--- config.mk ---
export PLATFORM = sky130hd
export DESIGN_NAME = axi_burst_addr_gen_flat
export DESIGN_NICKNAME = d
export VERILOG_FILES = /design/src/rtl/axi_burst_addr_gen_if.sv /design/src/rtl/axi_burst_addr_gen.sv /design/src/flat_wrapper.sv
export SDC_FILE = /design/constraint.sdc
export NUM_CORES = 1
export LEC_CHECK = 0
export CAP_MARGIN = 0
export CORE_AREA = 2 2 139 141
export CTS_BUF_LIST = sky130_fd_sc_hd__clkbuf_16
export CTS_CLUSTER_SIZE = 25
export DETAILED_ROUTE_END_ITERATION = 12
export DIE_AREA = 0 0 141 143
export GPL_TIMING_DRIVEN = 0
export PLACE_DENSITY = 0.64
export SYNTH_ARGS = -nofsm -noshare
export SYNTH_HDL_FRONTEND = slang
export SYNTH_SLANG_ARGS = --single-unit
--- constraint.sdc ---
create_clock -name clk -period 6.8 [get_ports clk]
set_clock_uncertainty 0.15 [all_clocks]
set_input_delay 1.7 -clock clk [delete_from_list [all_inputs] [get_ports clk]]
set_output_delay 1.7 -clock clk [all_outputs]
set_load 0.02 [all_outputs]
--- src/rtl/axi_burst_addr_gen_if.sv ---
// Command/beat bundle between the AXI_AHB bridge sequencer and the burst address generator.
// The bound_err signal exists only when BURST_4K_CHECK_EN is defined.
interface axi_burst_addr_gen_if #(
    parameter int ADDR_W = 32,
    parameter int LEN_W  = 8
);
    logic              start;
    logic [ADDR_W-1:0] base_addr;
    logic [LEN_W-1:0]  len;
    logic [2:0]        size;
    logic [1:0]        burst;
    logic              adv;
    logic              busy;
    logic [ADDR_W-1:0] addr;
    logic [LEN_W-1:0]  beat_cnt;
    logic              last;
    logic              done;
`ifdef BURST_4K_CHECK_EN
    logic              bound_err;
`endif

    modport master (
        output start, base_addr, len, size, burst, adv,
        input  busy, addr, beat_cnt, last, done
`ifdef BURST_4K_CHECK_EN
        , input bound_err
`endif
    );

    modport slave (
        input  start, base_addr, len, size, burst, adv,
        output busy, addr, beat_cnt, last, done
`ifdef BURST_4K_CHECK_EN
        , output bound_err
`endif
    );
endinterface

--- src/rtl/axi_burst_addr_gen.sv ---
// Per-beat AXI address generator (FIXED/INCR/WRAP) for the AXI_AHB bridge.
// Define BURST_4K_CHECK_EN to add the registered bound_err 4 KB crossing flag.
module axi_burst_addr_gen #(
    parameter int ADDR_W   = 32,
    parameter int LEN_W    = 8,
    parameter int SIZE_MAX = 7
) (
    input  logic                 clk,
    input  logic                 resetn,
    axi_burst_addr_gen_if.slave  bus
);
    typedef enum logic {IDLE, BURST} state_t;

    state_t            state_reg, state_next;
    logic [ADDR_W-1:0] addr_reg, addr_next;
    logic [LEN_W-1:0]  beat_cnt_reg, beat_cnt_next;
    logic [LEN_W-1:0]  len_reg, len_next;
    logic [2:0]        size_reg, size_next;
    logic [1:0]        burst_reg, burst_next;
    logic              done_reg, done_next;

    logic [2:0]        size_clamped;
    logic              busy, last;
    logic [ADDR_W-1:0] bytes, aligned_incr;
    logic              wrap_legal;
    logic [2:0]        wrap_log;
    logic [3:0]        wrap_shift;
    logic [ADDR_W-1:0] wrap_bytes, wrap_lower, wrap_next;

    assign size_clamped = (bus.size > 3'(SIZE_MAX)) ? 3'(SIZE_MAX) : bus.size;
    assign busy         = (state_reg == BURST);
    assign last         = busy && (beat_cnt_reg == len_reg);

    // Later beats are always size-aligned, which lets an unaligned first beat fall in naturally.
    assign bytes        = ADDR_W'(1) << size_reg;
    assign aligned_incr = (addr_reg & ~(bytes - ADDR_W'(1))) + bytes;

    always_comb begin
        wrap_legal = 1'b1;
        wrap_log   = 3'd0;
        case (len_reg)
            LEN_W'(1):  wrap_log = 3'd1;
            LEN_W'(3):  wrap_log = 3'd2;
            LEN_W'(7):  wrap_log = 3'd3;
            LEN_W'(15): wrap_log = 3'd4;
            default:    wrap_legal = 1'b0;
        endcase
    end

    // Wrap container is a power of two, so bytes*(len+1) reduces to a shift.
    assign wrap_shift = {1'b0, size_reg} + {1'b0, wrap_log};
    assign wrap_bytes = ADDR_W'(1) << wrap_shift;
    assign wrap_lower = addr_reg & ~(wrap_bytes - ADDR_W'(1));
    assign wrap_next  = (aligned_incr == wrap_lower + wrap_bytes) ? wrap_lower : aligned_incr;

`ifdef BURST_4K_CHECK_EN
    logic        bound_err_reg, bound_err_next;
    logic [11:0] page_bytes;
    logic [31:0] span_end;

    assign page_bytes = 12'd1 << size_clamped;
    assign span_end   = {20'd0, bus.base_addr[11:0] & ~(page_bytes - 12'd1)}
                      + ((32'(bus.len) + 32'd1) << size_clamped);
`endif

    always_comb begin
        state_next    = state_reg;
        addr_next     = addr_reg;
        beat_cnt_next = beat_cnt_reg;
        len_next      = len_reg;
        size_next     = size_reg;
        burst_next    = burst_reg;
        done_next     = 1'b0;
`ifdef BURST_4K_CHECK_EN
        bound_err_next = bound_err_reg;
`endif
        case (state_reg)
            IDLE: begin
                if (bus.start) begin
                    state_next    = BURST;
                    addr_next     = bus.base_addr;
                    beat_cnt_next = '0;
                    len_next      = bus.len;
                    size_next     = size_clamped;
                    burst_next    = bus.burst;
`ifdef BURST_4K_CHECK_EN
                    bound_err_next = (bus.burst[0] == 1'b1) && (span_end > 32'd4096);
`endif
                end
            end
            BURST: begin
                if (bus.adv) begin
                    if (last) begin
                        state_next = IDLE;
                        done_next  = 1'b1;
                    end else begin
                        beat_cnt_next = beat_cnt_reg + LEN_W'(1);
                        case (burst_reg)
                            2'b00:   addr_next = addr_reg;
                            2'b10:   addr_next = wrap_legal ? wrap_next : aligned_incr;
                            default: addr_next = aligned_incr;
                        endcase
                    end
                end
            end
            default: state_next = IDLE;
        endcase
    end

    always_ff @(posedge clk or negedge resetn) begin
        if (!resetn) begin
            state_reg    <= IDLE;
            addr_reg     <= '0;
            beat_cnt_reg <= '0;
            len_reg      <= '0;
            size_reg     <= '0;
            burst_reg    <= '0;
            done_reg     <= 1'b0;
`ifdef BURST_4K_CHECK_EN
            bound_err_reg <= 1'b0;
`endif
        end else begin
            state_reg    <= state_next;
            addr_reg     <= addr_next;
            beat_cnt_reg <= beat_cnt_next;
            len_reg      <= len_next;
            size_reg     <= size_next;
            burst_reg    <= burst_next;
            done_reg     <= done_next;
`ifdef BURST_4K_CHECK_EN
            bound_err_reg <= bound_err_next;
`endif
        end
    end

    assign bus.busy     = busy;
    assign bus.addr     = addr_reg;
    assign bus.beat_cnt = beat_cnt_reg;
    assign bus.last     = last;
    assign bus.done     = done_reg;
`ifdef BURST_4K_CHECK_EN
    assign bus.bound_err = bound_err_reg;
`endif
endmodule
--- src/flat_wrapper.sv ---
// flat-port wrapper written by rule: the top's interface ports become plain ports
module axi_burst_addr_gen_flat 
#(
    parameter int ADDR_W   = 32,
    parameter int LEN_W    = 8,
    parameter int SIZE_MAX = 7
)
  (clk, resetn, bus_start, bus_base_addr, bus_len, bus_size, bus_burst, bus_adv, bus_busy, bus_addr, bus_beat_cnt, bus_last, bus_done);
  axi_burst_addr_gen_if #(.ADDR_W(ADDR_W), .LEN_W(LEN_W)) bus_i ();
  input  logic clk;
  input  logic resetn;
  input wire logic [$bits(bus_i.start)-1:0] bus_start;
  input wire logic [$bits(bus_i.base_addr)-1:0] bus_base_addr;
  input wire logic [$bits(bus_i.len)-1:0] bus_len;
  input wire logic [$bits(bus_i.size)-1:0] bus_size;
  input wire logic [$bits(bus_i.burst)-1:0] bus_burst;
  input wire logic [$bits(bus_i.adv)-1:0] bus_adv;
  output wire logic [$bits(bus_i.busy)-1:0] bus_busy;
  output wire logic [$bits(bus_i.addr)-1:0] bus_addr;
  output wire logic [$bits(bus_i.beat_cnt)-1:0] bus_beat_cnt;
  output wire logic [$bits(bus_i.last)-1:0] bus_last;
  output wire logic [$bits(bus_i.done)-1:0] bus_done;
  assign bus_i.start = bus_start;
  assign bus_i.base_addr = bus_base_addr;
  assign bus_i.len = bus_len;
  assign bus_i.size = bus_size;
  assign bus_i.burst = bus_burst;
  assign bus_i.adv = bus_adv;
  assign bus_busy = bus_i.busy;
  assign bus_addr = bus_i.addr;
  assign bus_beat_cnt = bus_i.beat_cnt;
  assign bus_last = bus_i.last;
  assign bus_done = bus_i.done;
  axi_burst_addr_gen #(.ADDR_W(ADDR_W), .LEN_W(LEN_W), .SIZE_MAX(SIZE_MAX)) u_core (.clk(clk), .resetn(resetn), .bus(bus_i));
endmodule
==> impl_metrics.tcl, run 1 <==
set metrics [dict create \
    setup_violations 0 \
    slowest_stage "dfrtp_1" \
    status "complete, no violations" \
    timing.final.crit_share_pct 99.7 \
    worst_pin_slew_ns 1.22 \
    worstSetupPathType "register to register" \
    grt_pass1_vias 7052 \
    design_area_um2 8690 \
    instances_no_fill 1258 \
    synthDistinctLibCells 95 \
    fillCellCount 1842 \
    synth-seq-cells 55 \
    fp.dieW_um 141 \
    cap_viol_max_count 0 \
    grt_pass1_wl_mm 39.5 \
    dp_slack_ns -1.30 \
    synth_nets 972 \
    htree_levels 2 \
    clock_latency_ns 0.31 \
    crit_arrival_ns 6.79 \
    final_hold_viol_count 0 \
    drt_iter0_markers 736 \
    synth_edf_count 0 \
    clock-sinks 55 \
    antenna_left 0 \
    required_ns 6.81 \
    fp-row-count 50 \
    clk_pin_slew_worst_paths_ns 0.08 \
    cp-start-kind "register" \
    grt-ovfl-total 0 \
    critical_path_buf_inv_count 8 \
    hp-class "register to register" \
    grt_max_degree 39 \
    clockRootBuffer "clkbuf_16" \
    max-clock-path-buffers 2 \
    slew_viol_final 0 \
    firstDrtPassIters 8 \
    numCtsBuffers 5 \
    initial_core_util_pct 35.8 \
    antenna_cells 0 \
    period_needed_ns 6.78 \
    ys_warn_count 0 \
    drc 0 \
    syn_inst 900 \
    rsz0062_at_grt "yes" \
    crit_family "compound AO/OA/AOI/OAI gates" \
    pin_count 92 \
    syn_avg_cell_area_um2 7.38 \
    die_h_um 143 \
    vias 7799 \
    p_total_mw 3.72 \
    ys_seq_area_share_pct 20.7 \
    gp_congestion 0.962 \
    hpwl_mm 19.7 \
    wirelength_mm 26.2 \
    async_reset_ff_share_pct 100 \
    clock.fmax_mhz 147 \
    core_um2 18600 \
    irDropWorstVdd_uv 199 \
    area_growth_pct 30.7 \
    end_kind "register" \
    final_layout_size_suffix_gt1_share_pct 14.8 \
    port_buffers 91 \
    worst-path-max-fanout 6 \
    die-area_um2 20200 \
    antenna_found_initial 0 \
    power_density_nw_per_um2 428 \
    nets 1095 \
    placed_cell_area_um2 7860 \
    largest_reg_flops 32 \
    wire_per_inst_um 20.9 \
    dp_cells 1226 \
    setup_slack_ns 0.0203 \
    synth_area_um2 6640 \
    fin_tns_setup_ns 0 \
    viasPerCell 6.20 \
    cts_tree "built" \
    leakagePower_nw 3.49 \
    synth_ff_type "dfrtp_1" \
    grt_usage_pct 24.9 \
    slowest_delay_ns 0.42 \
    slew_headroom_pct 17.8 \
]
## cell usage in the layout (no fill, tap or decap), types with 7 or more instances in the layout
master / n
dfrtp_1: 55
o22ai_1: 11
clkdlybuf4s50_1: 90
a21oi_2: 10
a21oi_1: 61
ha_1: 16
a31oi_1: 12
o211ai_1: 10
a21o_1: 20
nand2_1: 130
nand3_1: 29
nor4_1: 8
clkbuf_1: 37
o21ai_0: 34
and2_1: 11
or2_2: 7
nand2b_1: 11
xor2_1: 24
nand4_1: 13
inv_1: 18
a211oi_2: 8
nor3_1: 24
o31ai_1: 7
mux2i_1: 8
and3_1: 25
buf_2: 10
xnor2_1: 34
buf_4: 30
nor2_1: 63
## path summary, 6_finish.rpt
path                                     startpoint             endpoint  slack [ns]  cells after the start
worst max-delay path              u_core.len_reg[6]  u_core.bus.addr[30]        0.02                     35
worst min-delay path            u_core.burst_reg[0]  u_core.burst_reg[0]        0.35                      2
worst max register to register    u_core.len_reg[6]  u_core.bus.addr[30]        0.02                     35
worst min register to register  u_core.burst_reg[0]  u_core.burst_reg[0]        0.35                      2
max in group asynchronous                    resetn   u_core.size_reg[1]        4.72                      2
min in group asynchronous                    resetn  u_core.bus.addr[26]        1.20                      1
## kinds of logic (layout without fill, tap and decap cells)
kind of cell               count (synthesis)  in the layout  share of synthesized area, %
and+or+nand+nor                          381            381                          28.5
AOI/OAI and AO/OA                        274            274                          28.8
buffers and inverters                     84            208                          5.20
xor gates and xnor gates                  63             63                          9.13
DFF                                       55             55                          20.7
adders and majority gates                 23             23                          4.44
muxes                                     20             20                          3.14
## cells in the mapped netlist, types with 6 or more instances
cell / instances / area share, %
nand2_1: 131 / 7.4
a21oi_1: 71 / 5.3
nor2_1: 68 / 3.8
dfrtp_1: 55 / 21
clkbuf_1: 43 / 2.4
o21ai_0: 36 / 2.7
xnor2_1: 35 / 4.6
nand3_1: 30 / 2.3
nor3_1: 29 / 2.2
and3_1: 27 / 2.5
xor2_1: 24 / 3.2
ha_1: 22 / 4.1
a21o_1: 21 / 2.4
inv_1: 19 / 1.1
mux2i_1: 13 / 2.0
nand4_1: 13 / 1.2
a211oi_1: 12 / 1.4
a31oi_1: 12 / 1.1
buf_2: 12 / 0.90
nand2b_1: 12 / 1.1
and2_1: 11 / 1.0
nor4_1: 11 / 1.0
o22ai_1: 11 / 1.0
o211ai_1: 10 / 1.1
o31ai_1: 9 / 1.0
a22oi_1: 7 / 0.79
nor2b_1: 7 / 0.66
or2_2: 7 / 0.66
o21ai_1: 6 / 0.45
or3_1: 6 / 0.57
## layout make-up
type	instances	area [µm²]	area share (%)
tap	234	293	3.37
clock inverter	3	20.0	0.230
clock buffer	5	125	1.44
timing repair buffer	122	1160	13.4
buffer	56	278	3.20
multi-input combinational	761	5350	61.6
inverter	22	82.6	0.951
sequential	55	1380	15.8
## where the power goes
part / switching (mW) / leakage [nW] / total [mW] / internal (mW)
clock: 0.131 / 0.0674 / 0.267 / 0.137
sequential: 0.204 / 0.669 / 0.645 / 0.441
combinational: 1.64 / 2.76 / 2.80 / 1.16
## worst reg2reg max path: cells and delay by family, from the launching register on
kind | cells | cell delay [ns]
DFF | 1 | 0.42
xor gates and xnor gates | 2 | 0.26
and+or+nand+nor | 10 | 1.80
AOI/OAI and AO/OA | 11 | 1.87
buffers and inverters | 8 | 1.12
adders and majority gates | 4 | 1.02
## per-layer routing
metal | wire (µm) | track usage [%]
met5 | 0 | 0
met4 | 624 | 7.68
met3 | 2290 | 3.59
met1 | 11600 | 35.4
met2 | 11700 | 39.2
## timing repair
item / CTS / global route
pin swaps: 16 / 38
hold buffers: 0 / 0
setup endpoints to repair: 32 / 32
cloned: 1 / 0
resized for setup: 35 / 72
hold endpoints to repair: 0 / 0
setup buffers: 11 / 18
## stage by stage
| step | hold slack (ns) | util, % |
|---|---|---|
| 2_1_floorplan | 0.303 | - |
| 3_3_place_gp | 0.335 | 42.2 |
| 3_5_place_dp | 0.341 | 42.3 |
| 4_1_cts | 0.359 | 44.2 |
| 5_1_grt | 0.402 | 46.7 |
| 6_report | 0.349 | 46.7 |
No activity file was read; power rests on OpenSTA's default activity.
==> inputs of run 2 (changes only) <==
- PLACE_DENSITY: 0.64 -> 0.65
==> run 2 against run 1 <==
  * Via count shrank 1.5%
  * Critical endpoint is now u_core.bus.addr[18]
  * Highest routed layer unchanged
  * Fmax up 0.78%
  * Critical path depth fell by 3
  * Final area decreased by 1.1%
  * Clock power grew 9.7%
  * Register-to-register slack improved by 0.05 ns
  * Combinational power fell by 2%
==> impl_metrics.tcl, run 2 (synthesized netlist as in run 1, its figures left out) <==
set metrics [dict create \
    setup_violations 0 \
    grt_max_degree 40 \
    worst-path-max-fanout 8 \
    clock-sinks 55 \
    cts_tree "built" \
    worstSetupPathType "register to register" \
    clk_pin_slew_worst_paths_ns 0.07 \
    die_h_um 143 \
    status "complete, no violations" \
    dp_slack_ns -1.33 \
    slowest_delay_ns 0.42 \
    worst_pin_slew_ns 1.22 \
    power_density_nw_per_um2 429 \
    fin_tns_setup_ns 0 \
    firstDrtPassIters 7 \
    clockRootBuffer "clkbuf_16" \
    internal_power_mw 1.74 \
    final_layout_size_suffix_gt1_share_pct 13.4 \
    cp-start-kind "register" \
    design_area_um2 8590 \
    largest_reg_flops 32 \
    clock_latency_ns 0.30 \
    crit_arrival_ns 6.75 \
    pin_count 92 \
    switchingPower_mw 1.95 \
    hpwl_mm 19.6 \
    reg2reg_slack_ns 0.07 \
    slew_viol_final 0 \
    antenna_cells 0 \
    grt_pass1_wl_mm 39.5 \
    grt_usage_pct 24.8 \
    grt_pass1_vias 7096 \
    placed_cell_area_um2 7860 \
    leakagePower_nw 3.46 \
    core_um2 18600 \
    crit_path_end "u_core.bus.addr[18]" \
    slew_headroom_pct 18.0 \
    initial_core_util_pct 35.8 \
    grt-ovfl-total 0 \
    area_growth_pct 29.3 \
    timing.final.crit_share_pct 98.9 \
    clock.fmax_mhz 149 \
    r2r_start "u_core.len_reg[6]" \
    htree_levels 2 \
    fp-row-count 50 \
    max-clock-path-buffers 2 \
    cap_viol_max_count 0 \
    r2r-end "u_core.bus.addr[18]" \
    wire_per_inst_um 20.7 \
    final_common_cell "nand2_1" \
    end_kind "register" \
    final_hold_viol_count 0 \
    nets 1085 \
    numCtsBuffers 5 \
    drc 0 \
    seqPwrFrac_pct 17.5 \
    wirelength_mm 25.9 \
    fillCellCount 1827 \
    fp.dieW_um 141 \
    utilization_pct 46.2 \
    setup.worst_path.start "u_core.len_reg[6]" \
    slowest_stage "fa_2" \
    port_buffers 91 \
    clkPwrFrac_pct 8.0 \
    power_frac_comb_pct 74.5 \
    required_ns 6.83 \
    worst_r2r_path_depth 32 \
    vias 7679 \
    irDropWorstVdd_uv 218 \
    drt_iter0_markers 736 \
    setup_slack_ns 0.0728 \
    die-area_um2 20200 \
    layout_common_cells "129 x nand2_1, 90 x clkdlybuf4s50_1, 64 x a21oi_1" \
    sw_frac_of_total_pct 52.8 \
    hp-class "register to register" \
    antenna_left 0 \
    antenna_found_initial 1 \
    rsz0062_at_grt "yes" \
    viasPerCell 6.15 \
    gp_congestion 0.929 \
    period_needed_ns 6.73 \
]
## run 2: power groups by stage
stage / Clock (mW) / Sequential [mW] / Combinational, mW
floorplan: 0 / 0.663 / 1.62
global placement: 0 / 0.641 / 2.38
detailed placement: 0 / 0.639 / 2.39
CTS: 0.300 / 0.637 / 2.52
global route: 0.308 / 0.659 / 2.96
finish: 0.293 / 0.646 / 2.75
## run 2: how the worst min path moves through the flow
stage | from | to | depth (start not counted)
2_1_floorplan | u_core.burst_reg[0] | u_core.burst_reg[0] | 2
3_3_place_gp | u_core.burst_reg[1] | u_core.burst_reg[1] | 2
3_5_place_dp | u_core.burst_reg[0] | u_core.burst_reg[0] | 2
4_1_cts | u_core.burst_reg[0] | u_core.burst_reg[0] | 2
5_1_grt | u_core.burst_reg[0] | u_core.burst_reg[0] | 2
6_report | u_core.burst_reg[0] | u_core.burst_reg[0] | 2
## run 2: cell type report
cell class / count / area [µm²] / share of cell area, %
Tap cell: 234 / 293 / 3.41
Inverter: 22 / 82.6 / 0.961
Timing Repair Buffer: 111 / 1090 / 12.7
Buffer: 57 / 287 / 3.34
Clock buffer: 5 / 125 / 1.46
Multi-Input combinational cell: 761 / 5300 / 61.7
Clock inverter: 3 / 38.8 / 0.452
Sequential cell: 55 / 1380 / 16.0
## run 2: stage by stage
step / instances / power (mW) / hold slack, ns
final: 1248 / 3.69 / 0.377
after global routing: 1248 / 3.92 / 0.379
after floorplan: 900 / 2.29 / 0.303
after global placement: 1225 / 3.02 / 0.350
after detailed placement: 1226 / 3.03 / 0.356
after CTS: 1239 / 3.45 / 0.374
## run 2: critical path, delay by kind of cell, from the launching register on
| family | cells | cell delay, ns |
|---|---|---|
| adder cells (fa/ha/maj) | 4 | 1.04 |
| AND/OR/NAND/NOR | 14 | 2.64 |
| buffers and inverters | 5 | 0.65 |
| AO/OA/AOI/OAI | 8 | 1.54 |
| XOR/XNOR | 1 | 0.15 |
| flip-flops | 1 | 0.41 |
## run 2: timing repair
action,CTS,global route
cloned,1,1
gates resized for setup,30,69
hold buffers,0,0
endpoints found under the setup margin,32,32
buffers inserted,8,9
pin swaps,14,30
## run 2: layer usage
| layer | routed length [µm] | GRT usage [%] | vias to the layer above | share of wire (%) |
|---|---|---|---|---|
| met5 | 0 | 0 | - | 0 |
| li1 | - | - | 3562 | - |
| met1 | 11400 | 34.8 | 3678 | 44 |
| met4 | 658 | 8.11 | 0 | 2.5 |
| met2 | 11600 | 38.8 | 397 | 45 |
| met3 | 2230 | 3.99 | 42 | 8.6 |
